### src/rtl/alarm_sequencer.sv
// Alarm sequencer: debounces the snooze/stop buttons and runs the
// IDLE/RINGING/SNOOZE control FSM that gates the downstream tone generator.

module AlarmDebounce #(
  parameter int unsigned DEBOUNCE_CYCLES = 1000000
) (
  input  logic clk_i,
  input  logic rst_i,
  input  logic btn_i,
  output logic press_o
);

  localparam logic [19:0] CntLast = 20'(DEBOUNCE_CYCLES - 1);

  logic        sync1_q;
  logic        sync2_q;
  logic        stable_q;
  logic        stable_d;
  logic        stableDly_q;
  logic        press_q;
  logic [19:0] cnt_q;
  logic [19:0] cnt_d;

  // Adopt the synced level only after it has disagreed with the stable level long enough.
  always_comb begin
    stable_d = stable_q;
    cnt_d    = cnt_q;
    if (sync2_q == stable_q) begin
      cnt_d = '0;
    end else if (cnt_q == CntLast) begin
      stable_d = sync2_q;
      cnt_d    = '0;
    end else begin
      cnt_d = cnt_q + 20'd1;
    end
  end

  // Two-flop synchronizer, debounce state and a registered pulse on each stable press.
  always_ff @(posedge clk_i) begin
    if (rst_i) begin
      sync1_q     <= 1'b0;
      sync2_q     <= 1'b0;
      stable_q    <= 1'b0;
      cnt_q       <= '0;
      stableDly_q <= 1'b0;
      press_q     <= 1'b0;
    end else begin
      sync1_q     <= btn_i;
      sync2_q     <= sync1_q;
      stable_q    <= stable_d;
      cnt_q       <= cnt_d;
      stableDly_q <= stable_q;
      press_q     <= stable_q & ~stableDly_q;
    end
  end

  assign press_o = press_q;

endmodule

module alarm_sequencer #(
  parameter int unsigned DEBOUNCE_CYCLES  = 1000000,
  parameter int unsigned SNOOZE_SEC       = 300,
  parameter int unsigned RING_TIMEOUT_SEC = 60,
  parameter int unsigned MAX_SNOOZE       = 3
) (
  input  logic       clk,
  input  logic       rst,
  input  logic       tick_1hz,
  input  logic       arm,
  input  logic       alarm_hit,
  input  logic       btn_snooze,
  input  logic       btn_stop,
  output logic       alarm_en,
  output logic [1:0] state,
  output logic [1:0] snooze_cnt,
  output logic       missed
);

  typedef enum logic [1:0] {
    IDLE    = 2'b00,
    RINGING = 2'b01,
    SNOOZE  = 2'b10
  } state_e;

  localparam logic [15:0] RingLast   = 16'(RING_TIMEOUT_SEC - 1);
  localparam logic [15:0] SnoozeLast = 16'(SNOOZE_SEC - 1);
  localparam logic [1:0]  MaxSnooze  = 2'(MAX_SNOOZE);

  state_e      state_q;
  state_e      state_d;
  logic [15:0] timer_q;
  logic [15:0] timer_d;
  logic [1:0]  snoozeCnt_q;
  logic [1:0]  snoozeCnt_d;
  logic        missed_q;
  logic        missed_d;
  logic        snoozePulse;
  logic        stopPulse;

  AlarmDebounce #(.DEBOUNCE_CYCLES(DEBOUNCE_CYCLES)) uSnoozeBtn (
    .clk_i   (clk),
    .rst_i   (rst),
    .btn_i   (btn_snooze),
    .press_o (snoozePulse)
  );

  AlarmDebounce #(.DEBOUNCE_CYCLES(DEBOUNCE_CYCLES)) uStopBtn (
    .clk_i   (clk),
    .rst_i   (rst),
    .btn_i   (btn_stop),
    .press_o (stopPulse)
  );

  // Next-state rules: disarm beats stop, stop beats snooze, snooze beats timeout.
  always_comb begin
    state_d     = state_q;
    snoozeCnt_d = snoozeCnt_q;
    missed_d    = missed_q;
    timer_d     = timer_q;
    if (!arm) begin
      state_d     = IDLE;
      snoozeCnt_d = '0;
    end else begin
      case (state_q)
        IDLE: begin
          if (alarm_hit) begin
            state_d     = RINGING;
            snoozeCnt_d = '0;
            missed_d    = 1'b0;
          end
        end
        RINGING: begin
          if (stopPulse) begin
            state_d     = IDLE;
            snoozeCnt_d = '0;
          end else if (snoozePulse && (snoozeCnt_q < MaxSnooze)) begin
            state_d     = SNOOZE;
            snoozeCnt_d = snoozeCnt_q + 2'd1;
          end else if (tick_1hz && (timer_q == RingLast)) begin
            state_d     = IDLE;
            snoozeCnt_d = '0;
            missed_d    = 1'b1;
          end
        end
        SNOOZE: begin
          if (stopPulse) begin
            state_d     = IDLE;
            snoozeCnt_d = '0;
          end else if (tick_1hz && (timer_q == SnoozeLast)) begin
            state_d = RINGING;
          end
        end
        default: begin
          state_d     = IDLE;
          snoozeCnt_d = '0;
        end
      endcase
    end
    if (state_d != state_q) begin
      timer_d = '0;
    end else if (tick_1hz && (state_q != IDLE)) begin
      timer_d = timer_q + 16'd1;
    end
  end

  // State, seconds timer, snooze count and sticky missed flag.
  always_ff @(posedge clk) begin
    if (rst) begin
      state_q     <= IDLE;
      timer_q     <= '0;
      snoozeCnt_q <= '0;
      missed_q    <= 1'b0;
    end else begin
      state_q     <= state_d;
      timer_q     <= timer_d;
      snoozeCnt_q <= snoozeCnt_d;
      missed_q    <= missed_d;
    end
  end

  assign state      = state_q;
  assign alarm_en   = (state_q == RINGING);
  assign snooze_cnt = snoozeCnt_q;
  assign missed     = missed_q;

endmodule

### config.mk
export PLATFORM = sky130hd
export DESIGN_NAME = alarm_sequencer
export DESIGN_NICKNAME = d
export VERILOG_FILES = /design/src/rtl/alarm_sequencer.sv
export SDC_FILE = /design/constraint.sdc
export NUM_CORES = 1
export LEC_CHECK = 0
export ABC_AREA = 1
export CAP_MARGIN = 40
export CORE_ASPECT_RATIO = 0.7
export CORE_MARGIN = 1
export CORE_UTILIZATION = 25
export CTS_BUF_LIST = sky130_fd_sc_hd__clkbuf_16
export DETAILED_ROUTE_END_ITERATION = 7
export DONT_BUFFER_PORTS = 1
export SLEW_MARGIN = 15
export SYNTH_ARGS = -nofsm -noshare
export SYNTH_HDL_FRONTEND = slang
export SYNTH_SLANG_ARGS = --single-unit
### constraint.sdc
create_clock -name clk -period 1.98 [get_ports clk]
set_input_delay 0.396 -clock clk [delete_from_list [all_inputs] [get_ports clk]]
set_output_delay 0.396 -clock clk [all_outputs]
set_load 0.02 [all_outputs]
==> results of run 1 <==
## worst paths after layout
| kind | start | to | slack [ns] | cells past startpoint |
|---|---|---|---|---|
| min reg2reg | uSnoozeBtn.stableDly_q | uSnoozeBtn.press_o | 0.38 | 1 |
| max reg2reg | uSnoozeBtn.cnt_q[0] | uSnoozeBtn.cnt_q[10] | 0.18 | 11 |
| min | rst | uSnoozeBtn.sync1_q | 0.13 | 1 |
| max | uSnoozeBtn.cnt_q[0] | uSnoozeBtn.cnt_q[10] | 0.18 | 11 |
## metal layers
layer / up-vias / wire length (um) / GRT usage, %
met4: 0 / 27 / 3.68
met3: 2 / 283 / 3.32
li1: 1465 / - / -
met5: - / 0 / 0
met1: 1221 / 3510 / 14.1
met2: 39 / 2980 / 15.5
## sequential cells by signal, summed over array words and instances, names as in the netlist
| register | flops |
|---|---|
| timer_q | 16 |
| uSnoozeBtn.stableDly_q | 1 |
| uSnoozeBtn.stable_q | 1 |
| uSnoozeBtn.press_o | 1 |
| uStopBtn.sync2_q | 1 |
| uSnoozeBtn.sync1_q | 1 |
| uSnoozeBtn.sync2_q | 1 |
| uStopBtn.sync1_q | 1 |
| uStopBtn.cnt_q | 20 |
| uStopBtn.press_o | 1 |
| uStopBtn.stableDly_q | 1 |
| uSnoozeBtn.cnt_q | 20 |
| snooze_cnt | 2 |
| uStopBtn.stable_q | 1 |
| state | 2 |
| missed | 1 |
## final cells by class
cell class	count	share of cell area [%]
inverters	50	4.65
flip-flops and latches	71	35.3
repair buffers	8	1.80
well taps	185	5.74
multi-input cells	319	43.3
clock inverters	7	3.60
clock buffers	9	5.58
## where the power goes
group | switching, mW | leakage (nW) | total (mW) | internal [mW]
registers | 0.00814 | 0.574 | 1.44 | 1.44
clock network | 0.614 | 0.176 | 1.97 | 1.36
logic | 0.0469 | 0.671 | 0.0675 | 0.0206
total | 0.669 | 1.42 | 3.49 | 2.82
## cells in the final DEF, fill, tap and decap left out, types with 2 or more instances in the layout
cell,synthesis,routed
nor2_1,77,75
nand2_1,74,72
dfxtp_1,71,69
inv_1,45,45
nor3_1,23,23
nand3_1,21,21
xor2_1,21,21
nor2_2,15,17
a21oi_1,14,14
nand4_1,12,12
clkbuf_16,0,9
xnor2_1,8,8
o21ai_0,7,7
buf_4,2,7
nor3b_1,6,6
inv_2,5,5
nand2_2,3,5
nor2_4,4,4
ha_1,4,4
bufinv_16,0,4
nor4_1,3,3
nand3b_1,3,3
nor3_2,3,3
nand2_4,1,2
nand4_2,2,2
nand3_2,2,2
or2_2,2,2
a211oi_1,3,2
mux2i_1,2,2
clkinv_4,0,2
dfxtp_2,0,2
## critical path, delay by kind of cell (launching register included)
kind / cells / cell delay (ns)
and+or+nand+nor: 7 / 0.83
buffers and inverters: 3 / 0.36
DFF: 1 / 0.34
adders and majority gates: 1 / 0.17
## per-stage QoR
stage | setup TNS [ns] | setup slack (ns) | hold WS, ns | cell area [um2] | instances
after floorplan | 0 | 0.239 | 0.373 | 3390 | 447
after global placement | 0 | 0.147 | 0.379 | 3610 | 629
after detailed placement | 0 | 0.100 | 0.379 | 3610 | 629
after CTS | 0 | 0.0897 | 0.117 | 3980 | 645
after global routing | -0.00817 | -0.00817 | 0.110 | 4040 | 649
final | 0 | 0.184 | 0.128 | 4040 | 649
## cell usage after synthesis
cell type | count | area [um2]
nor2_4 | 4 | 45.0
a211oi_1 | 3 | 22.5
nor3_1 | 23 | 115
ha_1 | 4 | 50.1
nor4_1 | 3 | 18.8
nand3b_2 | 1 | 11.3
nor4b_1 | 1 | 8.76
a31oi_1 | 1 | 6.26
buf_2 | 2 | 10.0
mux2i_1 | 2 | 20.0
a21oi_1 | 14 | 70.1
clkbuf_1 | 3 | 11.3
nand3_2 | 2 | 20.0
inv_1 | 45 | 169
nand2_2 | 3 | 18.8
o2111ai_1 | 1 | 8.76
inv_2 | 5 | 18.8
nand2_1 | 74 | 278
nor2_1 | 77 | 289
or2_2 | 2 | 12.5
nor3_2 | 3 | 30.0
dfxtp_1 | 71 | 1420
nand3_1 | 21 | 105
nand2_4 | 1 | 11.3
nand4_2 | 2 | 25.0
a21oi_2 | 1 | 8.76
buf_4 | 2 | 15.0
xor2_1 | 21 | 184
o311ai_0 | 1 | 8.76
a21boi_0 | 1 | 7.51
nand3b_1 | 3 | 22.5
o21ai_0 | 7 | 35.0
nand4_1 | 12 | 75.1
and3_1 | 1 | 6.26
xnor2_1 | 8 | 70.1
nor2_2 | 15 | 93.8
buf_12 | 1 | 20.0
nor3b_1 | 6 | 45.0
## timing repair
item / 4_1_cts / 5_1_grt
setup endpoints to repair: 0 / 55
setup buffers: 0 / 3
hold endpoints to repair: 0 / 0
resized for setup: 0 / 8
## cell families after synthesis
kind of cell	count (synthesis)	synth area share [%]
xor+xnor	29	7.50
compound gates	29	4.95
flops	71	41.9
simple gates	254	36.3
fa+ha+maj	4	1.48
mux	2	0.591
buf+inv	58	7.20
==> flow_summary.toml, run 1 <==
[status]
status = "complete, no violations"

[finish]
drive_above_1_share_pct = 15.3
finish.net_count = 470
n_antenna_cell = 0
fillerInstances = 1398
register_area_um2 = 1420
post-route-util_pct = 30.6
multiInputGateArea_um2 = 1750
area_growth_pct = 19.1

[placement]
numPortBuffers = 0
place.gp.congestion = 0.833
hpwl_mm = 4.73

[grt]
antenna_found_initial = 0
grt_overflow = 0
grt_max_degree = 21
grt_pass1_vias = 2538
grt_pass1_wl_mm = 11.8
grt_usage_pct = 10.4

[routing]
route.detailed.drc = 0
vias = 2727
ant_nets = 0
wirelength_mm = 6.81
avgViaCountPerCell = 4.20
drtIter0Drc = 169
dr.pass1.iters = 4
wl_per_cell_um = 10.5

[pwr]
p_per_area_nw_per_um2 = 864
power_mw = 3.49
ir_drop_mv = 0.461
leakage_nw = 1.42

[logic_synthesis]
syn_nets = 458
seq_area_frac_synth_pct = 41.9
synthCells = 447
netlist_area_um2 = 3390
avgSynthCellArea_um2 = 7.58
post_synth_num_cell_types = 38
yosys_warnings = 0
ys_seq_elements = 71

[job]
cap_violations = 0

[cts]
cts_tree = "done"
cts_buffer_depth = 2
cts_made_buffers = 9
clkSinkCount = 71
clk_latency_ns = 0.33
htree_levels = 3
path_clk_slew_ns = 0.06
ctsHoldBuffers = 0
cts_root_buffer = "clkbuf_16"

[min_path]
hold_class = "in -> reg"

[floorplanning]
fp.dieH_um = 99.4
core_area_um2 = 13200
num_rows = 35
start_util_pct = 25.7
die_w_um = 141
top_level_ports = 13
dieArea_um2 = 14000

[timing]
max_freq_mhz = 557
finalHoldViolCount = 0
relSlewSlack_pct = 59.0
fin_skew_ns = 0.00561
period_share_pct = 90.7
setup_violations = 0
tightest_slew_ns = 0.608
min_period_ns = 1.80
final_max_slew_viol_count = 0

[worst_setup_path]
crit_slowest_cell = "dfxtp_2"
start_kind = "register"
cp_max_fo = 20
worstSetupEndpointType = "register"
required_ns = 2.19
cp_slowest_stage_delay_ns = 0.34
crit_arrival_ns = 2.01
worst-setup-path-type = "reg -> reg"
worstPathCellList = "ha_1 -> nand2_1 -> inv_1 -> nand3_1 -> inv_1 -> nand2_2 -> nor2_2 -> nand4_1 -> nand2_2 -> buf_12 -> nor3b_1"
(Power assumes the default switching activity.)
==> run 2, diff against run 1 <==
Settings changed: PLACE_DENSITY_LB_ADDON set to 0.05.
==> run 2 against run 1 <==
  * Routed wire length is 4.8% higher
  * Cell area is 1.8% lower
  * First-iteration DRC count is 25% lower
  * Count of clock-buffer cells in the layout stayed put
  * Setup slack worse by 0.0047 ns
  * Flip-flop and latch count stayed put
  * Via count is 0.22% higher
  * Hold slack better by 0.0062 ns
==> flow_summary.toml, run 2 (synthesis gave the netlist of run 1 again) <==
[finish]
layout_common_cells = "nand2_1 (74), nor2_1 (74), dfxtp_1 (71)"
drive_above_1_share_pct = 14.4
reg_top3 = "uSnoozeBtn.cnt_q (20), uStopBtn.cnt_q (20), timer_q (16)"
area_growth_pct = 16.9
finish.net_count = 472
n_antenna_cell = 0

[cts]
cts_buffer_depth = 2
path_clk_slew_ns = 0.06
cts_made_buffers = 9
cts_root_buffer = "clkbuf_16"
ctsHoldBuffers = 0
clkSinkCount = 71
cts_tree = "done"
clk_latency_ns = 0.33
htree_levels = 3

[floorplanning]
fp.dieH_um = 99.4
top_level_ports = 13
dieArea_um2 = 14000
die_w_um = 141
start_util_pct = 25.7
num_rows = 35
core_area_um2 = 13200

[placement]
hpwl_mm = 5.39
place.gp.congestion = 0.759
numPortBuffers = 0

[pwr]
p_per_area_nw_per_um2 = 742
ir_drop_mv = 0.379
leakage_nw = 1.40

[grt]
grt_pass1_vias = 2584
grt_overflow = 0
grt_max_degree = 21
grt_usage_pct = 11.3
grt_pass1_wl_mm = 12.4
antenna_found_initial = 0

[routing]
ant_nets = 0
wl_per_cell_um = 11.0
wirelength_mm = 7.14
avgViaCountPerCell = 4.20
drtIter0Drc = 126
route.detailed.drc = 0
vias = 2733
dr.pass1.iters = 4

[worst_setup_path]
required_ns = 2.20
start_kind = "register"
worstSetupEndpointType = "register"
worst-setup-path-type = "reg -> reg"
r2r_start = "uStopBtn.cnt_q[0]"
worstSetupStartpoint = "uStopBtn.cnt_q[0]"
r2r_slack_ns = 0.18
ff2ff_path_depth = 10
r2r_end = "uStopBtn.cnt_q[14]"
crit_arrival_ns = 2.02
cp_max_fo = 5

[timing]
period_share_pct = 90.9
fin_skew_ns = 0.00738
tightest_slew_ns = 0.519
whs_ns = 0.134
final_max_slew_viol_count = 0
max_freq_mhz = 555
relSlewSlack_pct = 65.0
setup_tns_ns = 0
min_period_ns = 1.80
setup_violations = 0
finalHoldViolCount = 0

[status]
status = "complete, no violations"

[min_path]
hp-start = "rst"
hold_class = "in -> reg"
whs_endpoint = "missed"
worstHoldPathCells = 1

[job]
cap_violations = 0
run 2: changes by cell type in the layout (fill, tap and decap cells not counted), sizes merged:
cell      change
buf           +3
clkinvlp      -1
nand2         -1
inv           +1
clkinv        +4
bufinv        -4
run 2: per-layer routing:
| layer | up-vias | wire (um) | global-route usage, % |
|---|---|---|---|
| met2 | 39 | 2590 | 15.0 |
| li1 | 1478 | - | - |
| met3 | 7 | 303 | 3.71 |
| met5 | - | 0 | 0 |
| met1 | 1209 | 4170 | 16.5 |
| met4 | 0 | 69 | 4.26 |
run 2: cell type report:
class	count	area [um2]
clock inverter	7	31.3
multi-input combinational	318	1740
clock buffer	9	225
fill	1409	9220
tap	185	231
sequential	71	1420
timing repair buffer	11	120
inverter	50	188
run 2: power breakdown:
group          internal (mW)  switching (mW)
sequential              1.44         0.00649
combinational         0.0267          0.0508
clock                  0.824           0.593
total                   2.29           0.650
run 2: timing repair:
action / CTS / global route
setup endpoints to repair: 0 / 21
setup buffers: 0 / 1
gates resized for setup: 0 / 5
run 2: worst max path at each step:
stage                         endpoint  slack, ns  cells after the start
global placement           timer_q[12]       0.08                     12
global route         uStopBtn.stable_q   -0.00009                     10
CTS                         timer_q[1]       0.07                     12
detailed placement          timer_q[1]       0.07                     12
finish              uStopBtn.cnt_q[14]       0.18                     10
floorplan                  timer_q[15]       0.24                     12
run 2: critical path, stage by stage (launching register included):
cell,delay [ns]
dfxtp_1,0.36
ha_1,0.18
nand2_1,0.06
inv_1,0.07
nand2_1,0.07
nor2_2,0.19
nand4_1,0.12
buf_4,0.17
nor3_1,0.25
xnor2_1,0.16
nor2_1,0.05
run 2: per-stage QoR:
stage	util, %	setup WS, ns	total power [mW]	cell area, um2	cells
after global placement	27.9	0.0762	1.55	3680	634
after detailed placement	27.9	0.0738	1.55	3680	634
after floorplan	-	0.239	1.54	3390	447
after CTS	29.8	0.0658	2.99	3930	650
final	30.1	0.179	2.94	3960	651
after global routing	30.1	-0.0000893	3.06	3960	651
==> run 3, diff against run 2 <==
Settings changed: CORE_MARGIN 1 to 2, CTS_CLUSTER_DIAMETER set to 120.
==> run 3 against run 2 <==
  * Register-to-register slack improved by 0.03 ns
  * Cell area down 1.0%
  * First-iteration DRC count up 9.5%
  * Critical path depth unchanged
  * Sequential power is essentially flat
  * Maximum frequency increased by 1.9%
  * Sequential share of layout area rose by 0.37 points
  * Core utilization fell by 0.30 points
  * Global-route usage shrank 0.15 points
  * Final cell count decreased by 0.46%
  * Largest power group unchanged
==> flow_summary.toml, run 3 (synthesis gave the netlist of run 1 again) <==
[pwr]
intPower_mw = 2.28
leakage_nw = 1.39
switchingPower_uw = 634
power_frac_seq_pct = 49.6
ir_drop_mv = 0.362
p_comb_share_pct = 2.5
p_per_area_nw_per_um2 = 742
clock_power_share_pct = 47.8
power_mw = 2.91
swShare_pct = 21.8

[grt]
antenna_found_initial = 0
grt_max_degree = 21
grt_overflow = 0
grt_usage_pct = 11.1
grt_pass1_vias = 2570
grt_pass1_wl_mm = 12.6

[floorplanning]
core_area_um2 = 13200
die_w_um = 143
top_level_ports = 13
fp.dieH_um = 101
num_rows = 35
start_util_pct = 25.7
dieArea_um2 = 14500

[status]
status = "complete, no violations"

[worst_setup_path]
worstSetupEndpointType = "register"
worst-setup-path-type = "reg -> reg"
crit_arrival_ns = 1.99
r2r_start = "uStopBtn.cnt_q[0]"
cp_max_fo = 5
required_ns = 2.20
r2r_slack_ns = 0.21
ff2ff_path_depth = 10
r2r_end = "uStopBtn.cnt_q[16]"
start_kind = "register"

[placement]
hpwl_mm = 5.32
place.gp.congestion = 0.753
numPortBuffers = 0

[routing]
wirelength_mm = 7.19
wl_per_cell_um = 11.1
drtIter0Drc = 138
vias = 2677
route.detailed.drc = 0
ant_nets = 0
avgViaCountPerCell = 4.13
dr.pass1.iters = 4

[timing]
max_freq_mhz = 566
rsz0062_at_grt = "false"
relSlewSlack_pct = 69.7
final_max_slew_viol_count = 0
setup_violations = 0
min_period_ns = 1.77
finalHoldViolCount = 0
period_share_pct = 89.3
tightest_slew_ns = 0.449
fin_skew_ns = 0.00515
setup_tns_ns = 0

[cts]
ctsHoldBuffers = 0
cts_resized = 0
clk_latency_ns = 0.33
cts_made_buffers = 9
cts_buffer_depth = 2
clkSinkCount = 71
post-cts-setup-buffers = 0
htree_levels = 3
path_clk_slew_ns = 0.06
cts_root_buffer = "clkbuf_16"
cts_tree = "done"

[finish]
layout_common_cells = "nor2_1 (76), nand2_1 (74), dfxtp_1 (71)"
area_growth_pct = 15.7
n_antenna_cell = 0
fillerInstances = 1449
finish.net_count = 470
register_area_um2 = 1420
post-route-util_pct = 29.7
drive_above_1_share_pct = 13.0
multiInputGateArea_um2 = 1740
final_common_cell = "nor2_1"
reg_top3 = "uSnoozeBtn.cnt_q (20), uStopBtn.cnt_q (20), timer_q (16)"

[min_path]
whs_endpoint = "state[1]"
worstHoldPathCells = 1
hold_class = "in -> reg"
hp-start = "rst"

[job]
cap_violations = 0
==> run 3: cell types whose count changed in the layout (fill, tap and decap cells not counted), sizes merged <==
cell,delta
buf,-2
clkinv,-4
inv,+3
==> run 3: layout make-up <==
type                       instances  share of cell area, %
multi-input combinational        318                   44.4
clock buffer                       9                   5.74
tap                              185                   5.90
clock inverter                     6                  0.606
inverter                          50                   4.79
timing repair buffer               9                   2.36
sequential                        71                   36.2
==> run 3: worst max-delay path by stage <==
stage | start | end | depth (start not counted) | slack [ns]
floorplan | state[0] | timer_q[15] | 12 | 0.24
finish | uStopBtn.cnt_q[0] | uStopBtn.cnt_q[16] | 10 | 0.21
CTS | timer_q[0] | timer_q[13] | 12 | 0.07
detailed placement | timer_q[0] | timer_q[13] | 12 | 0.08
global route | uStopBtn.cnt_q[0] | uStopBtn.cnt_q[19] | 11 | 0.01
global placement | timer_q[0] | timer_q[12] | 12 | 0.07
==> run 3: critical path: stages, from the launching register on <==
cell	delay (ns)
dfxtp_1	0.35
ha_1	0.18
nand2_1	0.05
inv_1	0.07
nand2_1	0.08
nor2_2	0.16
nand4_1	0.25
nor2_1	0.27
nand4_1	0.11
nand3_1	0.08
nor2_1	0.04
==> run 3: metrics by stage <==
stage	setup WS (ns)	area, um2	hold WS, ns	instances
4_1_cts	0.0672	3910	0.112	648
3_3_place_gp	0.0726	3660	0.378	633
2_1_floorplan	0.239	3390	0.373	447
6_report	0.213	3920	0.132	648
5_1_grt	0.0133	3920	0.118	648
3_5_place_dp	0.0784	3660	0.380	633
==> run 3: power groups by stage <==
stage / Sequential, mW / Clock (mW) / Combinational, mW
after floorplan: 1.47 / 0 / 0.0654
after global placement: 1.48 / 0 / 0.0722
after detailed placement: 1.48 / 0 / 0.0715
after CTS: 1.44 / 1.46 / 0.0717
after global routing: 1.44 / 1.51 / 0.0836
final: 1.44 / 1.39 / 0.0729
==> run 3: per-layer routing <==
metal  up-vias  GRT usage, %  wire [um]
met1      1149          16.5       4270
met5         -             0          0
met2        54          14.5       2420
met4         0          3.88        116
li1       1464             -          -
met3        10          4.07        382
